### src/rtl/seq_mult_n_pkg.sv
// Shared definitions for the sequential shift-and-add multiplier family.
package seq_mult_n_pkg;

    localparam int DEFAULT_N = 6;

    typedef enum logic [1:0] {
        IDLE = 2'd0,
        BUSY = 2'd1,
        FIX  = 2'd2,
        DONE = 2'd3
    } state_e;

endpackage

### src/rtl/seq_mult_adder.sv
// Parametrised ripple-carry adder used as the multiplier's accumulation adder.
module seq_mult_adder
    import seq_mult_n_pkg::*;
#(
    parameter int W = 2 * DEFAULT_N
) (
    input  logic [W-1:0] a_i,
    input  logic [W-1:0] b_i,
    input  logic         cin_i,
    output logic [W-1:0] sum_o,
    output logic         cout_o
);

    logic carry;

    // NOTE: blocking assignments here so carry ripples bit to bit within one evaluation;
    // every output gets a default first so no latch is inferred.
    always_comb begin
        sum_o = '0;
        carry = cin_i;
        for (int i = 0; i < W; i++) begin
            sum_o[i] = a_i[i] ^ b_i[i] ^ carry;
            carry    = (a_i[i] & b_i[i]) | (carry & (a_i[i] ^ b_i[i]));
        end
        cout_o = carry;
    end

endmodule

### src/rtl/seq_mult_n.sv
// Sequential N x N shift-and-add multiplier, unsigned or two's-complement,
// computing on magnitudes and fixing the sign in a final cycle.
module seq_mult_n
    import seq_mult_n_pkg::*;
#(
    parameter int N  = DEFAULT_N,
    parameter int CW = $clog2(N) + 1
) (
    input  logic           clk,
    input  logic           rst,
    input  logic           start,
    input  logic           signed_mode,
    input  logic [N-1:0]   a,
    input  logic [N-1:0]   b,
    output logic           busy,
    output logic           done,
    output logic [2*N-1:0] product
);

    localparam int W  = 2 * N;
    localparam int IW = (N > 1) ? $clog2(N) : 1;

    function automatic logic [W-1:0] negate(input logic [W-1:0] v);
        return ~v + W'(1);
    endfunction

    state_e       state_q;
    logic         busy_q, done_q, mode_q, neg_q;
    logic [N-1:0] mplier_q;
    logic [W-1:0] mcand_q, acc_q, product_q;
    logic [CW-1:0] count_q;

    logic [W-1:0] a_neg, b_neg, acc_d, product_d;
    logic         adder_cout;
    logic         unused_ok;

    // Sign-extending before negation makes |-2^(N-1)| come out right in the low N bits.
    assign a_neg     = negate({{N{a[N-1]}}, a});
    assign b_neg     = negate({{N{b[N-1]}}, b});
    assign product_d = (mode_q & neg_q) ? negate(acc_q) : acc_q;
    assign unused_ok = ^{a_neg[W-1:N], adder_cout};

    seq_mult_adder #(.W(W)) u_adder (
        .a_i   (acc_q),
        .b_i   (mcand_q),
        .cin_i (1'b0),
        .sum_o (acc_d),
        .cout_o(adder_cout)
    );

    // NOTE: non-blocking assignments for all registered state so every
    // register samples pre-edge values regardless of statement order.
    always_ff @(posedge clk or posedge rst) begin
        if (rst) begin
            state_q   <= IDLE;
            busy_q    <= 1'b0;
            done_q    <= 1'b0;
            mode_q    <= 1'b0;
            neg_q     <= 1'b0;
            mplier_q  <= '0;
            mcand_q   <= '0;
            acc_q     <= '0;
            count_q   <= '0;
            product_q <= '0;
        end else begin
            done_q <= 1'b0;
            case (state_q)
                IDLE, DONE: begin
                    if (start) begin
                        mode_q   <= signed_mode;
                        neg_q    <= signed_mode & (a[N-1] ^ b[N-1]);
                        mplier_q <= (signed_mode && a[N-1]) ? a_neg[N-1:0] : a;
                        mcand_q  <= (signed_mode && b[N-1]) ? b_neg : {{N{1'b0}}, b};
                        acc_q    <= '0;
                        count_q  <= '0;
                        busy_q   <= 1'b1;
                        state_q  <= BUSY;
                    end else begin
                        state_q <= IDLE;
                    end
                end
                BUSY: begin
                    if (mplier_q[count_q[IW-1:0]]) begin
                        acc_q <= acc_d;
                    end
                    mcand_q <= mcand_q << 1;
                    count_q <= count_q + CW'(1);
                    if (count_q == CW'(N - 1)) begin
                        state_q <= FIX;
                    end
                end
                FIX: begin
                    product_q <= product_d;
                    busy_q    <= 1'b0;
                    done_q    <= 1'b1;
                    state_q   <= DONE;
                end
                default: state_q <= IDLE;
            endcase
        end
    end

    assign busy    = busy_q;
    assign done    = done_q;
    assign product = product_q;

endmodule

### config.mk
export PLATFORM = sky130hd
export DESIGN_NAME = seq_mult_n
export DESIGN_NICKNAME = d
export VERILOG_FILES = /design/src/rtl/seq_mult_n_pkg.sv /design/src/rtl/seq_mult_adder.sv /design/src/rtl/seq_mult_n.sv
export SDC_FILE = /design/constraint.sdc
export NUM_CORES = 1
export LEC_CHECK = 0
export CORE_UTILIZATION = 25
export DETAILED_ROUTE_END_ITERATION = 8
export DONT_BUFFER_PORTS = 1
export PLACE_DENSITY = 0.45
export SKIP_CTS_REPAIR_TIMING = 1
export SYNTH_ARGS = -nofsm -noshare
export SYNTH_HDL_FRONTEND = slang
export SYNTH_SLANG_ARGS = --single-unit
### constraint.sdc
create_clock -name clk -period 6.1 [get_ports clk]
set_input_delay 1.83 -clock clk [delete_from_list [all_inputs] [get_ports clk]]
set_output_delay 1.83 -clock clk [all_outputs]
set_load 0.01 [all_outputs]
==> key figures, run 1 <==
Timing
  – WHS: 0.4745 ns
  – Slew @ Worst Pin: 0.8102 ns
  – Slew headroom: 45.99%
  – Clock Skew: 0.008466 ns
  – Crit share post-route: 82.01%
  – RSZ-0062 raised after global routing: false
  – Period minus WS final: 5.003 ns
  – Setup TNS: 0 ns
  – Max Fclk: 199.9 MHz
  – Final-report setup violation count: 0
  – Hold Violations, Final: 0
  – Slew Limit Fails: 0
  – Setup ws final: 1.097 ns

Power
  – P_sw: 583.2 uW
  – Int Pwr: 919.5 uW
  – Sequential share of power: 38.1%
  – Sw Share: 38.81%
  – Max rail drop VDD: 142.3 uV
  – LEAKAGE: 0.001330 uW
  – Combinational share of power: 38.1%
  – Clock power frac: 23.8%
  – Overall power: 1503 uW
  – Power per Cell Area: 469.7 mW/mm2

Yosys
  – Simple-Gate Fraction of Synth Area: 11.30%
  – Post-Synth Adder-Cell Area: 10.43%
  – Ranking of synthesized cells by area: dfrtp_1 45%, fa_1 7.0%, xnor2_1 4.6%, o21ai_0 4.3%, inv_1 4.2%
  – Share of flip-flops with an asynchronous set or reset: 100.0%
  – XOR/XNOR Fraction of Synth Area: 5.174%
  – Compound-Gate Fraction of Synth Area: 15.96%
  – Yosys reg bits: 52
  – Largest family of logic cells by synthesized area: compound AO/OA/AOI/OAI gates
  – Post-synthesis cell count: 289
  – Mapped Area: 0.002878 mm2
  – Syn Area/Cell: 9.958 um2
  – Mux share of post-synthesis cell area: 5.739%
  – Synth Warn #: 0
  – Register area share after synthesis: 45.22%
  – Post-synth EDFFs: 0
  – Top-area cell type share of the netlist area: 45.22%
  – Largest area contributor in the netlist: dfrtp_1
  – Synth Net Count: 323
  – Ys flop type: dfrtp_1
  – Post-synthesis cell type count: 41

Run
  – Max-cap violations: 0

Floorplanning
  – Core area: 0.01103 mm2
  – Initial core utilization: 26.09%
  – Std-Cell Rows: 38
  – Ports: 30
  – Die width: 109.3 um
  – Die ar.: 0.01194 mm2
  – DIE HEIGHT: 109.3 um

Drt
  – Routed WL: 6.071 mm
  – WL/cell: 14.22 um
  – Initial drt markers: 91
  – Vias: 1956
  – Via density: 4.581
  – Residual DRC count: 0
  – First-pass detailed-route iteration total: 4
  – Antenna-violating nets left: 0

Worst setup path
  – Crit start category: flip-flop
  – Crit path kind: flip-flop to flip-flop
  – Largest fanout on the critical path: 6
  – Worst path required time: 6.27 ns
  – Worst Path Arrival: 5.18 ns
  – Critical path endpoint category: flip-flop

Global routing
  – Total GRT Usage: 11.16%
  – Vias in the first global route: 1948
  – Total grt overflow: 0
  – Antenna violations before repair: 0
  – Wire length of the first global-routing pass: 10.10 mm
  – Pin count of the biggest net entering global routing: 53

Clocking
  – CTS tree: done
  – Root buf cell: clkbuf_16
  – Clock Pin Slew Worst Setup and Hold Paths: 0.07 ns
  – Clock Latency Late Sink: 0.29 ns
  – H-tree depth: 2
  – Maximum buffer depth of the clock tree: 2
  – Inserted Clock Buffers: 5
  – Clk sink count: 52

Placed design
  – Setup slack at placement: 1.069 ns
  – Post-DP HPWL: 4.558 mm
  – Placer congestion estimate: 0.7280
  – Port Buf Inserts: 0

Finish
  – Layout cells sized above 1: 8.362%
  – Net count, final: 321
  – Synthesis-to-layout area growth: 11.17%
  – Most frequent cells in the layout: 52 x dfrtp_1, 31 x inv_1, 29 x nand2_1
  – Commonest non-fill, non-tap cell in the layout: dfrtp_1
  – Antenna Cells: 0

Run status
  – Status: completed

Worst hold path
  – Worst Hold Class: flip-flop to flip-flop
-- state kept, by name (all words and copies together), names as in the netlist --
register,flops
acc_q,12
busy,1
count_q,4
done,1
mcand_q,12
mode_q,1
mplier_q,6
neg_q,1
product,12
state_q,2
-- critical path, stage by stage, from the launching register on --
cell	delay, ns
dfrtp_1	0.45
ha_1	0.19
inv_1	0.05
fa_1	0.38
fa_1	0.39
fa_1	0.40
fa_1	0.40
fa_1	0.39
fa_1	0.39
fa_1	0.39
fa_1	0.36
inv_1	0.07
fa_1	0.15
inv_1	0.05
fa_1	0.37
xnor2_1	0.17
o21ai_0	0.09
a21oi_1	0.13
o22ai_1	0.09
-- stage by stage --
stage,util [%],cells,cell area (um2)
after CTS,29.00,427,3199
after floorplan,-,289,2878
after global placement,27.33,420,3014
after global routing,29.00,427,3199
after detailed placement,27.33,420,3014
final,29.00,427,3199
-- layout make-up --
type	count	area (um2)
Inverter	33	123.9
Sequential cell	52	1301
Fill cell	1171	7831
Multi-Input combinational cell	193	1399
Timing Repair Buffer	2	15.01
Tap cell	140	175.2
Clock buffer	5	125.1
Clock inverter	2	60.06
-- routing by layer --
metal / wire (um) / GRT usage (%) / part of all wire (%)
met1: 3088 / 15.55 / 51
met2: 2665 / 16.85 / 44
met3: 246 / 2.786 / 4.1
met4: 70 / 3.714 / 1.2
met5: 0 / 0 / 0
-- final timing paths --
kind	end	depth (start not counted)	slack, ns	from
setup / recovery	acc_q[11]	18	1.10	acc_q[0]
hold / removal	mplier_q[4]	2	0.47	mplier_q[4]
setup reg to reg	acc_q[11]	18	1.10	acc_q[0]
hold reg to reg	mplier_q[4]	2	0.47	mplier_q[4]
max in group asynchronous	acc_q[8]	2	4.04	rst
min in group asynchronous	state_q[1]	2	1.62	rst
-- power by group through the flow --
stage / Clock [uW] / Combinational, uW / Sequential [uW]
3_5_place_dp: 0 / 583 / 582
2_1_floorplan: 0 / 482 / 550
3_3_place_gp: 0 / 580 / 577
5_1_grt: 379 / 661 / 594
4_1_cts: 369 / 586 / 575
6_report: 357 / 573 / 572
-- Yosys cell counts, drive strengths merged, types with 3 or more instances --
library cell,n
a21oi,15
a22o,3
a31oi,5
buf,3
clkbuf,8
dfrtp,52
fa,10
ha,8
inv,32
mux2,9
mux2i,6
nand2,29
nand3,7
nor2,19
o21ai,25
o2bb2ai,9
o31ai,7
or4,3
xnor2,15
-- logic make-up after synthesis --
logic type | count (synthesis)
compound gates | 72
simple gates | 71
flops | 52
buf+inv | 44
fa+ha+maj | 18
xor+xnor | 17
mux | 15
Power figures use the tool's default switching activity.
==> run 2: changes to the inputs <==
- clock period: 6.1 -> 5 ns (I/O delays scaled with it)
==> run 2 against run 1 <==
Sequential share of layout area barely moved. Via count increased by 1.0%. Setup slack worse by 0.88 ns. Critical path depth unchanged. Power up 17%. Die area is the same. Non-clock buffer count is 4 higher. Largest cell class unchanged.
==> key figures, run 2 (synthesis gave the netlist of run 1 again) <==
Finish
  – Final instance area: 0.003198 mm2
  – Multi-input logic area: 0.001409 mm2
  – Final non-filler cell total: 432
  – Layout cells sized above 1: 11.30%
  – Commonest non-fill, non-tap cell in the layout: dfrtp_1
  – Util after Layout: 28.99%
  – Most frequent cells in the layout: 52 x dfrtp_1, 31 x inv_1, 29 x nand2_1
  – Sequential Area: 0.001301 mm2
  – Fill cells: 1182
  – Net count, final: 325
  – Antenna Cells: 0
  – Synthesis-to-layout area growth: 11.13%

Drt
  – Routed WL: 6.134 mm
  – WL/cell: 14.20 um
  – Residual DRC count: 0
  – First-pass detailed-route iteration total: 4
  – Antenna-violating nets left: 0
  – Initial drt markers: 144
  – Vias: 1976
  – Via density: 4.574

Floorplanning
  – Die ar.: 0.01194 mm2
  – Core area: 0.01103 mm2
  – Die width: 109.3 um
  – Ports: 30
  – DIE HEIGHT: 109.3 um
  – Std-Cell Rows: 38
  – Initial core utilization: 26.09%

Timing
  – Clock Skew: 0.008250 ns
  – Crit share post-route: 95.68%
  – Slew @ Worst Pin: 0.6878 ns
  – Setup TNS: 0 ns
  – Slew Limit Fails: 0
  – Max Fclk: 209.0 MHz
  – Period minus WS final: 4.784 ns
  – RSZ-0062 raised after global routing: false
  – Slew headroom: 54.15%
  – Hold Violations, Final: 0
  – Final-report setup violation count: 0

Power
  – Power per Cell Area: 549.2 mW/mm2
  – LEAKAGE: 0.001337 uW
  – Max rail drop VDD: 213.6 uV

Global routing
  – Antenna violations before repair: 0
  – Total GRT Usage: 11.04%
  – Pin count of the biggest net entering global routing: 53
  – Vias in the first global route: 1883
  – Total grt overflow: 0
  – Wire length of the first global-routing pass: 10.07 mm

Placed design
  – Placed cells: 422
  – DP Area: 0.003029 mm2
  – Port Buf Inserts: 0
  – Post-DP HPWL: 4.563 mm
  – Placer congestion estimate: 0.7429

Run
  – Max-cap violations: 0

Clocking
  – Clk sink count: 52
  – Maximum buffer depth of the clock tree: 2
  – CTS tree: done
  – Clock Pin Slew Worst Setup and Hold Paths: 0.07 ns
  – Inserted Clock Buffers: 5
  – Root buf cell: clkbuf_16
  – Clock Latency Late Sink: 0.29 ns
  – H-tree depth: 2

Worst setup path
  – Critical path endpoint category: flip-flop
  – Largest fanout on the critical path: 4
  – Crit path kind: flip-flop to flip-flop
  – Crit start category: flip-flop
  – Worst Path Arrival: 4.95 ns
  – Worst path required time: 5.17 ns

Worst hold path
  – Worst Hold Class: flip-flop to flip-flop

Run status
  – Status: completed
## run 2: cell count changes in the layout (fill, tap and decap cells not counted)
cell       change
buf_4          +4
bufinv_16      -2
clkinv_2       +2
clkinv_4       +1
fa_1           -4
fa_2           +4
## run 2: path summary, 6_finish.rpt
path	slack, ns	endpoint	depth (start not counted)	from
min in group asynchronous	1.28	mplier_q[2]	2	rst
setup reg to reg	0.22	acc_q[11]	18	mcand_q[0]
hold reg to reg	0.48	mplier_q[5]	2	mplier_q[5]
max in group asynchronous	3.26	product[0]	2	rst
hold / removal	0.48	mplier_q[5]	2	mplier_q[5]
setup / recovery	0.22	acc_q[11]	18	mcand_q[0]
## run 2: layout make-up
type,instances,share of cell area [%]
clock buffer,5,3.912
tap,140,5.477
sequential,52,40.69
clock inverter,3,0.5869
timing repair buffer,6,1.408
multi-input combinational,193,44.05
inverter,33,3.873
## run 2: per-layer routing
metal / track usage, % / routed length (um) / share of wire, %
met1: 16.10 / 3115 / 51
met4: 3.143 / 49 / 0.80
met3: 2.549 / 238 / 3.9
met2: 16.17 / 2730 / 45
met5: 0 / 0 / 0
## run 2: worst max-delay path, stage by stage, from the launching register on
cell and delay, ns:
dfrtp_1 0.39, ha_1 0.16, inv_1 0.05, fa_1 0.38, fa_2 0.35, fa_1 0.38
fa_2 0.35, fa_1 0.39, fa_2 0.35, fa_2 0.35, fa_1 0.36, inv_1 0.08
fa_1 0.15, inv_1 0.05, fa_1 0.37, xnor2_1 0.19, o21ai_0 0.10, a21oi_1 0.13
o22ai_1 0.09
## run 2: per-stage QoR
stage	worst slack (ns)	power, uW	hold slack [ns]
2_1_floorplan	0.2408	1258	0.4444
6_report	0.2160	1757	0.4799
4_1_cts	0.04906	1778	0.4906
3_3_place_gp	0.1353	1419	0.4588
5_1_grt	0.01775	1919	0.5163
3_5_place_dp	0.05267	1427	0.4737
## run 2: report_power, final
part / internal (uW) / switching [uW] / total, uW / leakage, uW
Sequential: 564 / 131 / 694 / 0.000680
Clock: 185 / 154 / 339 / 0.0000736
Combinational: 288 / 436 / 724 / 0.000584
